$ cat src/rtl/video_line_writer_if.sv
// Line-RAM write port and line-commit/line-consumed handshake
// between video_line_writer (master) and the output-side reader (slave).
interface video_line_writer_if #(
    parameter int SLOT_BITS = 2
);
    logic [SLOT_BITS+9:0] ram_wraddr;
    logic [23:0]          ram_wrdata;
    logic                 ram_wren;
    logic                 line_commit;
    logic [SLOT_BITS-1:0] commit_slot;
    logic [11:0]          commit_y;
    logic                 line_consumed;

    modport master (
        output ram_wraddr,
        output ram_wrdata,
        output ram_wren,
        output line_commit,
        output commit_slot,
        output commit_y,
        input  line_consumed
    );

    modport slave (
        input  ram_wraddr,
        input  ram_wrdata,
        input  ram_wren,
        input  line_commit,
        input  commit_slot,
        input  commit_y,
        output line_consumed
    );
endinterface

$ cat src/rtl/video_line_writer.sv
// Writes visible lines into a ring of line slots and commits them to the reader.
// Optional macro VIDEO_LINE_WRITER_DROP_COUNT_EN builds the dropped-line counter.
module video_line_writer #(
    parameter int WIDTH_480P  = 720,
    parameter int HEIGHT_480P = 480,
    parameter int WIDTH_240P  = 640,
    parameter int HEIGHT_240P = 240,
    parameter int SLOT_BITS   = 2
) (
    input  logic                 clock,
    input  logic                 reset,
    input  logic [7:0]           red,
    input  logic [7:0]           green,
    input  logic [7:0]           blue,
    input  logic [11:0]          counterX,
    input  logic [11:0]          counterY,
    input  logic                 add_line,
    input  logic                 line_doubler,
    video_line_writer_if.master  bus,
    output logic                 frame_start,
    output logic [SLOT_BITS:0]   fill_level,
    output logic                 overflow,
    output logic [7:0]           drop_count
);

    localparam logic [11:0] W_480 = 12'(WIDTH_480P);
    localparam logic [11:0] H_480 = 12'(HEIGHT_480P);
    localparam logic [11:0] W_240 = 12'(WIDTH_240P);
    localparam logic [11:0] H_240 = 12'(HEIGHT_240P);
    localparam logic [SLOT_BITS:0] FULL_LVL = {1'b1, {SLOT_BITS{1'b0}}};
    localparam logic [11:0] Y_WRAP = 12'd262;

    typedef enum logic [1:0] {
        IDLE,
        WRITE,
        COMMIT,
        DROP
    } state_t;

    state_t state;

    logic [23:0] rgb_q;
    logic [11:0] x_q;
    logic [11:0] x_prev;
    logic [11:0] y_q;
    logic        ld_q;
    logic        add_q;

    logic [11:0] w_cur;
    logic [11:0] h_cur;
    logic [11:0] y_line;
    logic [SLOT_BITS-1:0] wr_slot;

    logic                 wren_q;
    logic [SLOT_BITS+9:0] addr_q;
    logic [23:0]          data_q;
    logic                 commit_q;
    logic [SLOT_BITS-1:0] cslot_q;
    logic [11:0]          cy_q;

    logic                 pix_evt;
    logic [11:0]          geo_w;
    logic [11:0]          geo_h;
    logic                 dec;
    logic [SLOT_BITS:0]   fill_after;
    logic                 room;
    logic                 wrap_line;
    logic                 at_end;
    logic                 abort;
    logic                 start;
    logic                 visible;

    assign pix_evt    = (x_q != x_prev);
    assign geo_w      = ld_q ? W_240 : W_480;
    assign geo_h      = ld_q ? H_240 : H_480;
    assign dec        = bus.line_consumed && (fill_level != '0);
    assign fill_after = fill_level - {{SLOT_BITS{1'b0}}, dec};
    assign room       = (fill_after < FULL_LVL);
    // The 263rd line of a 240p frame wraps X early; that is a real line end.
    assign wrap_line  = add_q && (y_line == Y_WRAP);
    assign at_end     = pix_evt && ((x_q == w_cur) || ((x_q == '0) && wrap_line));
    assign abort      = pix_evt && (x_q == '0) && !wrap_line;
    assign start      = pix_evt && (x_q == '0) && (y_q < geo_h);
    assign visible    = (x_q < w_cur) && (y_line < h_cur);

    assign bus.ram_wren    = wren_q;
    assign bus.ram_wraddr  = addr_q;
    assign bus.ram_wrdata  = data_q;
    assign bus.line_commit = commit_q;
    assign bus.commit_slot = cslot_q;
    assign bus.commit_y    = cy_q;

    // Stage 1: register pixel, counters and mode; keep previous X for edge detect.
    always_ff @(posedge clock or negedge reset) begin
        if (!reset) begin
            rgb_q  <= '0;
            x_q    <= 12'hFFF;
            x_prev <= 12'hFFF;
            y_q    <= '0;
            ld_q   <= 1'b0;
            add_q  <= 1'b0;
        end else begin
            rgb_q  <= {red, green, blue};
            x_q    <= counterX;
            x_prev <= x_q;
            y_q    <= counterY;
            ld_q   <= line_doubler;
            add_q  <= add_line;
        end
    end

    // Line FSM: start/write/commit/drop with all outputs registered.
    always_ff @(posedge clock or negedge reset) begin
        if (!reset) begin
            state       <= IDLE;
            wr_slot     <= '0;
            w_cur       <= '0;
            h_cur       <= '0;
            y_line      <= '0;
            wren_q      <= 1'b0;
            addr_q      <= '0;
            data_q      <= '0;
            commit_q    <= 1'b0;
            cslot_q     <= '0;
            cy_q        <= '0;
            frame_start <= 1'b0;
            overflow    <= 1'b0;
        end else begin
            wren_q      <= 1'b0;
            commit_q    <= 1'b0;
            frame_start <= 1'b0;
            unique case (state)
                IDLE: begin
                    if (start) begin
                        w_cur       <= geo_w;
                        h_cur       <= geo_h;
                        y_line      <= y_q;
                        frame_start <= (y_q == '0);
                        if (room) begin
                            state  <= WRITE;
                            wren_q <= 1'b1;
                            addr_q <= {wr_slot, x_q[9:0]};
                            data_q <= rgb_q;
                        end else begin
                            state <= DROP;
                        end
                    end
                end
                WRITE: begin
                    if (at_end) begin
                        state    <= COMMIT;
                        commit_q <= 1'b1;
                        cslot_q  <= wr_slot;
                        cy_q     <= y_line;
                    end else if (abort) begin
                        state <= IDLE;
                    end else if (pix_evt && visible) begin
                        wren_q <= 1'b1;
                        addr_q <= {wr_slot, x_q[9:0]};
                        data_q <= rgb_q;
                    end
                end
                COMMIT: begin
                    wr_slot <= wr_slot + 1'b1;
                    state   <= IDLE;
                end
                DROP: begin
                    if (at_end) begin
                        overflow <= 1'b1;
                        state    <= IDLE;
                    end else if (abort) begin
                        state <= IDLE;
                    end
                end
                default: state <= IDLE;
            endcase
        end
    end

    // Ring occupancy: +1 when a commit retires, -1 per consume while non-empty.
    always_ff @(posedge clock or negedge reset) begin
        if (!reset) begin
            fill_level <= '0;
        end else begin
            fill_level <= fill_after
                        + {{SLOT_BITS{1'b0}}, (state == COMMIT)};
        end
    end

`ifdef VIDEO_LINE_WRITER_DROP_COUNT_EN
    logic       drop_end;
    logic [7:0] drop_cnt;

    assign drop_end   = (state == DROP) && at_end;
    assign drop_count = drop_cnt;

    // Saturating count of whole lines dropped because the ring was full.
    always_ff @(posedge clock or negedge reset) begin
        if (!reset) begin
            drop_cnt <= '0;
        end else if (drop_end && (drop_cnt != 8'hFF)) begin
            drop_cnt <= drop_cnt + 8'd1;
        end
    end
`else
    assign drop_count = 8'd0;
`endif

endmodule

$ cat src/flat_wrapper.sv
// flat-port wrapper written by rule: the top's interface ports become plain ports
module video_line_writer_flat 
#(
    parameter int WIDTH_480P  = 720,
    parameter int HEIGHT_480P = 480,
    parameter int WIDTH_240P  = 640,
    parameter int HEIGHT_240P = 240,
    parameter int SLOT_BITS   = 2
)
  (clock, reset, red, green, blue, counterX, counterY, add_line, line_doubler, frame_start, fill_level, overflow, drop_count, bus_ram_wraddr, bus_ram_wrdata, bus_ram_wren, bus_line_commit, bus_commit_slot, bus_commit_y, bus_line_consumed);
  video_line_writer_if #(.SLOT_BITS(SLOT_BITS)) bus_i ();
  input  logic clock;
  input  logic reset;
  input  logic [7:0] red;
  input  logic [7:0] green;
  input  logic [7:0] blue;
  input  logic [11:0] counterX;
  input  logic [11:0] counterY;
  input  logic add_line;
  input  logic line_doubler;
  output logic frame_start;
  output logic [SLOT_BITS:0] fill_level;
  output logic overflow;
  output logic [7:0] drop_count;
  output wire logic [$bits(bus_i.ram_wraddr)-1:0] bus_ram_wraddr;
  output wire logic [$bits(bus_i.ram_wrdata)-1:0] bus_ram_wrdata;
  output wire logic [$bits(bus_i.ram_wren)-1:0] bus_ram_wren;
  output wire logic [$bits(bus_i.line_commit)-1:0] bus_line_commit;
  output wire logic [$bits(bus_i.commit_slot)-1:0] bus_commit_slot;
  output wire logic [$bits(bus_i.commit_y)-1:0] bus_commit_y;
  input wire logic [$bits(bus_i.line_consumed)-1:0] bus_line_consumed;
  assign bus_ram_wraddr = bus_i.ram_wraddr;
  assign bus_ram_wrdata = bus_i.ram_wrdata;
  assign bus_ram_wren = bus_i.ram_wren;
  assign bus_line_commit = bus_i.line_commit;
  assign bus_commit_slot = bus_i.commit_slot;
  assign bus_commit_y = bus_i.commit_y;
  assign bus_i.line_consumed = bus_line_consumed;
  video_line_writer #(.WIDTH_480P(WIDTH_480P), .HEIGHT_480P(HEIGHT_480P), .WIDTH_240P(WIDTH_240P), .HEIGHT_240P(HEIGHT_240P), .SLOT_BITS(SLOT_BITS)) u_core (.clock(clock), .reset(reset), .red(red), .green(green), .blue(blue), .counterX(counterX), .counterY(counterY), .add_line(add_line), .line_doubler(line_doubler), .bus(bus_i), .frame_start(frame_start), .fill_level(fill_level), .overflow(overflow), .drop_count(drop_count));
endmodule
$ cat config.mk
export PLATFORM = sky130hd
export DESIGN_NAME = video_line_writer_flat
export DESIGN_NICKNAME = d
export VERILOG_FILES = /design/src/rtl/video_line_writer_if.sv /design/src/rtl/video_line_writer.sv /design/src/flat_wrapper.sv
export SDC_FILE = /design/constraint.sdc
export NUM_CORES = 1
export LEC_CHECK = 0
export BUFFER_PORTS_ARGS = -buffer_cell sky130_fd_sc_hd__clkbuf_2
export CAP_MARGIN = 10
export CORE_MARGIN = 5
export CORE_UTILIZATION = 50
export CTS_BUF_LIST = sky130_fd_sc_hd__clkbuf_8
export CTS_CLUSTER_DIAMETER = 40
export CTS_CLUSTER_SIZE = 24
export DETAILED_ROUTE_END_ITERATION = 10
export PLACE_DENSITY = 0.86
export REMOVE_ABC_BUFFERS = 1
export SLEW_MARGIN = 40
export SYNTH_ARGS = -nofsm -noshare
export SYNTH_HDL_FRONTEND = slang
export SYNTH_SLANG_ARGS = --single-unit
export TNS_END_PERCENT = 50
$ cat constraint.sdc
create_clock -name clock -period 2.1 [get_ports clock]
set_input_delay 0.105 -clock clock [delete_from_list [all_inputs] [get_ports clock]]
set_output_delay 0.105 -clock clock [all_outputs]
set_load 0.01 [all_outputs]
==> results.sh, run 1 <==
export IMPL_start_kind="flip-flop"
export IMPL_die_y_um=111.7
export IMPL_numPortBuffers=109
export IMPL_vdd_drop_max_mv=0.6481
export IMPL_grtUsageTotal_pct=18.48
export IMPL_crit_path_end_kind="flip-flop"
export IMPL_met1_usage_pct=22.45
export IMPL_cts_tree="yes"
export IMPL_finClkSkew_ns=0.01322
export IMPL_hold_viol_final=0
export IMPL_synth_warnings=0
export IMPL_nFillCells=666
export IMPL_postSynthAreaPerCell_sq_um=16.56
export IMPL_initial_core_util_pct=50.74
export IMPL_overflow=0
export IMPL_async_reset_ff_share_pct=100.0
export IMPL_grt_use_met2_pct=31.29
export IMPL_num_antenna_cells=0
export IMPL_drt_pass1_iter_count=4
export IMPL_die_w_um=111.7
export IMPL_grt_antenna_before_repair=0
export IMPL_grt_pass1_vias=3662
export IMPL_syn_area_sq_mm=0.005167
export IMPL_dp_hpwl_um=7173
export IMPL_yosys_area_top_type="dfrtp_1"
export IMPL_maxSlewViolCount=0
export IMPL_clock_latency_ns=0.43
export IMPL_worstPathRequired_ns=2.41
export IMPL_synth_compound_area_share_pct=2.155
export IMPL_synthTopCellsByCount="dfrtp_1 (114), mux2_2 (30), mux2_4 (29)"
export IMPL_pwr_density_cell_mw_per_mm2=767.4
export IMPL_final_layout_size_suffix_gt1_share_pct=52.97
export IMPL_synth_top_family_by_area="multiplexers"
export IMPL_syn_inst=312
export IMPL_rsz0062_at_grt="yes"
export IMPL_preCtsSetupSlack_ns=-0.2304
export IMPL_synthTopCellsByArea="dfrtp_1 (55%), dfstp_2 (12%), mux2_4 (8.4%)"
export IMPL_gp_congestion=0.8539
export IMPL_clk_path_buf_depth=2
export IMPL_io_pins=118
export IMPL_leakagePower_nw=3.628
export IMPL_worst_path_max_fanout=11
export IMPL_synth_xor_area_share_pct=2.712
export IMPL_hold_path_class="in2async"
export IMPL_cp_arrival_ns=2.65
export IMPL_drtIter0Drc=149
export IMPL_worstSetupPathType="reg2reg"
export IMPL_synth_fa_ha_area_share_pct=3.148
export IMPL_synth_seq_area_share_pct=67.41
export IMPL_clock_root_buffer="clkbuf_8"
export IMPL_reg2regPathDepth=7
export IMPL_synth_edf_count=0
export IMPL_die_area_sq_mm=0.01247
export IMPL_cts_buffers=17
export IMPL_yosys_area_share_simple_pct=6.174
export IMPL_busiest_layer="met2"
export IMPL_min_period_over_period_pct=111.3
export IMPL_ys_ff_latch=138
export IMPL_viasPerCell=4.837
export IMPL_wl_um=10890
export IMPL_clkTransAtPathRegs_ns=0.07
export IMPL_power_mw=5.562
export IMPL_drc=0
export IMPL_finalWorstSetupSlack_ns=-0.2383
export IMPL_final_nets=591
export IMPL_cts_sinks=138
export IMPL_synth_main_ff_cell="dfrtp_1"
export IMPL_dr_total_vias=3260
export IMPL_syn2layout_area_growth_pct=40.27
export IMPL_wl_per_cell_um=16.16
export IMPL_htreeDepth=4
export IMPL_grt_max_degree=65
export IMPL_violations="negative setup slack"
export IMPL_max_cap_violations=0
export IMPL_yosys_cell_count_top_type="dfrtp_1"
export IMPL_rows=37
export IMPL_fmax_mhz=427.7
export IMPL_core_area_sq_mm=0.01018
export IMPL_grt_first_pass_wirelength_um=18220
export IMPL_synthMuxAreaShare_pct=15.16
export IMPL_synth_distinct_cells=41
export IMPL_grt_use_met3_pct=4.783
export IMPL_ant_nets=0
export IMPL_hold_worst_slack_ns=0.1624
export IMPL_outcome="finished with violations"
export IMPL_synth_top_cell_area_share_pct=55.21
export IMPL_period_needed_ns=2.338
export IMPL_setup_viol=50
## placed cells by master, fill, tap and decap left out, drive strengths merged, types with 3 or more instances in the layout
cell type      n
nor4           8
buf           41
and2           4
dfstp         24
nor2           6
dfrtp        114
dlygate4sd3   51
xnor2          3
mux2          59
inv           11
nor4b          3
ha            13
nand2         11
xor2          13
nand3          7
conb           8
clkbuf       133
nor3           3
## what timing repair did
item                                    in CTS  in global routing
hold endpoints to repair                   148                  0
pin swaps                                    3                  1
endpoints found under the setup margin      66                 63
gates cloned                                 1                  0
gates resized for setup                     17                  8
hold buffers                                51                  0
buffers inserted                             2                  0
## metrics by stage
stage	setup TNS [ns]	cell area [sq um]	cells	util (%)
after CTS	-7.326	7222	674	70.91
after global placement	-6.760	6126	588	60.15
after floorplan	-7.371	5064	306	-
after detailed placement	-10.45	6126	588	60.15
after global routing	-13.03	7248	674	71.17
final	-8.659	7248	674	71.17
## area by class of cell
cell class | count | area (sq um) | area share (%)
Clock buffer | 25 | 344.1 | 4.747
Clock inverter | 7 | 87.58 | 1.208
Inverter | 9 | 33.78 | 0.4661
Multi-Input combinational cell | 159 | 1673 | 23.08
Sequential cell | 138 | 3483 | 48.06
Tap cell | 136 | 170.2 | 2.348
Timing Repair Buffer | 200 | 1456 | 20.09
## registers in the layout, summed over array words and instances (netlist names), 2 cells and up
name                    count
u_core.bus.commit_slot      2
u_core.bus.commit_y        12
u_core.bus.ram_wraddr      12
u_core.bus.ram_wrdata      24
u_core.fill_level           3
u_core.rgb_q               24
u_core.state                2
u_core.w_cur                2
u_core.wr_slot              2
u_core.x_prev              12
u_core.x_q                 12
u_core.y_line              12
u_core.y_q                 12
## worst paths after layout
path	from	to	slack [ns]
min	reset	u_core.y_q[2]	0.16
max reg2reg	u_core.x_q[6]	u_core.bus.ram_wraddr[3]	-0.24
max in group asynchronous	reset	u_core.x_prev[1]	1.17
min in group clock	bus_line_consumed	u_core.fill_level[0]	0.29
min reg2reg	u_core.x_q[1]	u_core.x_prev[1]	0.41
max	u_core.x_q[6]	u_core.bus.ram_wraddr[3]	-0.24
## layer usage
layer / vias up / wire [um] / part of all wire, %
li1: 1489 / - / -
met1: 1636 / 4576 / 42
met2: 112 / 5490 / 50
met3: 23 / 541 / 5.0
met4: 0 / 280 / 2.6
met5: - / 0 / 0
## critical path: stages, from the launching register on
cell,delay [ns]
dfstp_2,0.56
ha_4,0.20
a2111o_1,0.39
a311oi_2,0.27
nand3_2,0.16
nand2_8,0.17
buf_12,0.17
mux2_4,0.31
## cells by family after synthesis
family | Yosys count
adders and majority gates | 13
DFF | 138
other | 1
muxes | 60
and+or+nand+nor | 49
AOI/OAI and AO/OA | 13
xor gates and xnor gates | 16
buffers and inverters | 22
## where the power goes
| part | switching [mW] | total, mW | leakage, nW | internal [mW] |
|---|---|---|---|---|
| clock | 0.931 | 2.23 | 0.223 | 1.30 |
| combinational | 0.237 | 0.504 | 1.66 | 0.267 |
| sequential | 0.0554 | 2.83 | 1.75 | 2.77 |
| total | 1.22 | 5.56 | 3.63 | 4.34 |
Power figures use the tool's default switching activity.
==> run 2, diff against run 1 <==
--- a/config.mk
+++ b/config.mk
@@ -5,6 +5,7 @@
 export SDC_FILE = /design/constraint.sdc
 export NUM_CORES = 1
 export LEC_CHECK = 0
+export ABC_AREA = 1
 export BUFFER_PORTS_ARGS = -buffer_cell sky130_fd_sc_hd__clkbuf_2
 export CAP_MARGIN = 10
 export CORE_MARGIN = 5
==> run 2 against run 1 <==
Effect of this change: the run still ends with negative setup slack left; fmax grew 11%; final area grew 0.14%; first-iteration DRC count grew 38%; wire length is 18% higher.
==> results.sh, run 2 <==
export IMPL_rows=37
export IMPL_pwr_density_cell_mw_per_mm2=757.3
export IMPL_grt_pass1_vias=4222
export IMPL_worstSetupPathType="reg2reg"
export IMPL_ys_ff_latch=138
export IMPL_die_area_sq_mm=0.01272
export IMPL_syn2layout_area_growth_pct=37.37
export IMPL_clock_latency_ns=0.43
export IMPL_gp_congestion=0.8758
export IMPL_wl_um=12870
export IMPL_syn_area_sq_mm=0.005284
export IMPL_drt_pass1_iter_count=4
export IMPL_drc=0
export IMPL_start_kind="flip-flop"
export IMPL_outcome="finished with violations"
export IMPL_most_common_layout_cells="nand2_1 (162), dfrtp_1 (114), clkbuf_2 (108), dlygate4sd3_1 (51), inv_1 (35)"
export IMPL_rsz0062_at_grt="yes"
export IMPL_die_w_um=112.8
export IMPL_num_antenna_cells=0
export IMPL_viasPerCell=4.891
export IMPL_ant_nets=0
export IMPL_min_period_over_period_pct=100.3
export IMPL_final_common_cell="nand2_1"
export IMPL_dpl_cell_count=742
export IMPL_htreeDepth=4
export IMPL_nFillCells=687
export IMPL_overflow=0
export IMPL_synth_top_cell_area_share_pct=53.99
export IMPL_vdd_drop_max_mv=0.5628
export IMPL_postSynthAreaPerCell_sq_um=10.53
export IMPL_worstPathRequired_ns=2.42
export IMPL_grt_antenna_before_repair=0
export IMPL_cts_sinks=138
export IMPL_final_nets=753
export IMPL_synth_distinct_cells=32
export IMPL_yosys_area_top_type="dfrtp_1"
export IMPL_io_pins=118
export IMPL_crit_path_end_kind="flip-flop"
export IMPL_finalNonFillerCells=836
export IMPL_cts_buffers=17
export IMPL_drtIter0Drc=205
export IMPL_yosys_cell_count_top_type="nand2_1"
export IMPL_initial_core_util_pct=51.18
export IMPL_finClkSkew_ns=0.01131
export IMPL_wl_per_cell_um=15.39
export IMPL_tightest_slew_ns=0.5369
export IMPL_synth_seq_area_share_pct=65.92
export IMPL_setup_viol=1
export IMPL_hold_path_class="in2async"
export IMPL_slew_limit_headroom_pct=64.21
export IMPL_clock_root_buffer="clkbuf_8"
export IMPL_dp_hpwl_um=7543
export IMPL_synth_warnings=0
export IMPL_core_area_sq_mm=0.01032
export IMPL_maxSlewViolCount=0
export IMPL_async_reset_ff_share_pct=100.0
export IMPL_syn_inst=502
export IMPL_clk_path_buf_depth=2
export IMPL_cp_arrival_ns=2.42
export IMPL_synth_edf_count=0
export IMPL_grtUsageTotal_pct=19.43
export IMPL_fin_setup_tns_ns=-0.005895
export IMPL_dr_total_vias=4089
export IMPL_grt_max_degree=60
export IMPL_clkTransAtPathRegs_ns=0.07
export IMPL_worst_path_max_fanout=7
export IMPL_hold_viol_final=0
export IMPL_numPortBuffers=109
export IMPL_synthTopCellsByArea="dfrtp_1 (54%), dfstp_2 (12%), nand2_1 (12%)"
export IMPL_synthTopCellsByCount="nand2_1 (165), dfrtp_1 (114), nand3_1 (40)"
export IMPL_fmax_mhz=474.9
export IMPL_finalWorstSetupSlack_ns=-0.005895
export IMPL_die_y_um=112.8
export IMPL_cts_tree="yes"
export IMPL_final_layout_size_suffix_gt1_share_pct=31.57
export IMPL_violations="negative setup slack"
export IMPL_synth_main_ff_cell="dfrtp_1"
export IMPL_period_needed_ns=2.106
export IMPL_leakagePower_nw=3.803
export IMPL_grt_first_pass_wirelength_um=19800
export IMPL_max_cap_violations=0
-- run 2: cell count changes in the layout (fill, tap and decap cells not counted), moves of 6 or more --
cell	previous run	this run
xor2_1	10	3
xnor2_1	3	11
clkbuf_8	25	19
inv_1	9	35
nor2_1	6	26
mux2_2	24	0
buf_4	31	7
nand3_1	5	24
o21ai_0	1	15
mux2_4	35	0
nand3_2	2	15
nand2_1	8	162
-- run 2: worst paths after layout --
kind,end,start,cells after the start,slack (ns)
setup / recovery,u_core.bus.ram_wraddr[5],u_core.x_q[7],11,-0.006
hold / removal,u_core.y_q[8],reset,2,0.24
setup reg to reg,u_core.bus.ram_wraddr[5],u_core.x_q[7],11,-0.006
hold reg to reg,u_core.x_prev[1],u_core.x_q[1],0,0.39
max in group asynchronous,u_core.x_q[6],reset,3,1.05
min in group clock,u_core.fill_level[0],bus_line_consumed,5,0.28
-- run 2: cells by family (layout without fill, tap and decap cells) --
| family | Yosys count | in the layout | synth area share (%) |
|---|---|---|---|
| buf+inv | 60 | 249 | 5.446 |
| compound gates | 25 | 25 | 2.605 |
| simple gates | 250 | 252 | 20.39 |
| fa+ha+maj | 13 | 13 | 3.078 |
| other cells | 1 | 8 | 0.07097 |
| xor+xnor | 15 | 15 | 2.486 |
| flops | 138 | 138 | 65.92 |
-- run 2: layer usage --
metal  vias up  global-route usage, %  wire length (um)
met5         -                      0                 0
met4         0                  8.574               432
met3        43                  4.866               715
met2       132                  32.46              6509
met1      1983                  23.99              5207
li1       1931                      -                 -
-- run 2: power by group --
part | switching (mW) | internal [mW] | total [mW]
registers | 0.0726 | 2.77 | 2.84
logic | 0.233 | 0.215 | 0.448
clock network | 0.978 | 1.23 | 2.21
total | 1.28 | 4.21 | 5.50
-- run 2: per-stage QoR --
| step | instance area, sq um | setup slack (ns) | power, mW | hold WS, ns | utilization (%) |
|---|---|---|---|---|---|
| global placement | 5996 | 0.07282 | 3.210 | 0.09521 | 58.08 |
| global route | 7258 | -0.1019 | 5.722 | 0.2972 | 70.31 |
| finish | 7258 | -0.005895 | 5.497 | 0.2430 | 70.31 |
| detailed placement | 5996 | 0.04788 | 3.242 | 0.1118 | 58.08 |
| floorplan | 5169 | 0.02344 | 3.044 | -0.1906 | - |
| CTS | 6920 | 0.02522 | 5.500 | 0.2152 | 67.03 |
-- run 2: final cells by class --
cell class,instances,area (sq um),share of cell area [%]
sequential,138,3483,47.99
multi-input combinational,313,1729,23.82
timing repair buffer,178,1315,18.12
clock buffer,19,261.5,3.603
tap,136,170.2,2.344
clock inverter,13,152.6,2.103
inverter,39,146.4,2.017
-- run 2: worst max-delay path: stages (launching register included) --
cell and delay (ns):
dfstp_2 0.60, ha_4 0.23, a21oi_2 0.12, o21ai_1 0.08, a21oi_1 0.14, nand3_1 0.10, nor2_2 0.17, nand3_4 0.10
buf_12 0.16, clkbuf_16 0.16, nand3_1 0.07, nand2_1 0.06
-- run 2: timing repair --
item / CTS / global route
hold buffers: 51 / 0
gates resized for setup: 0 / 35
setup endpoints to repair: 0 / 61
hold endpoints to repair: 99 / 0
buffers inserted: 0 / 5
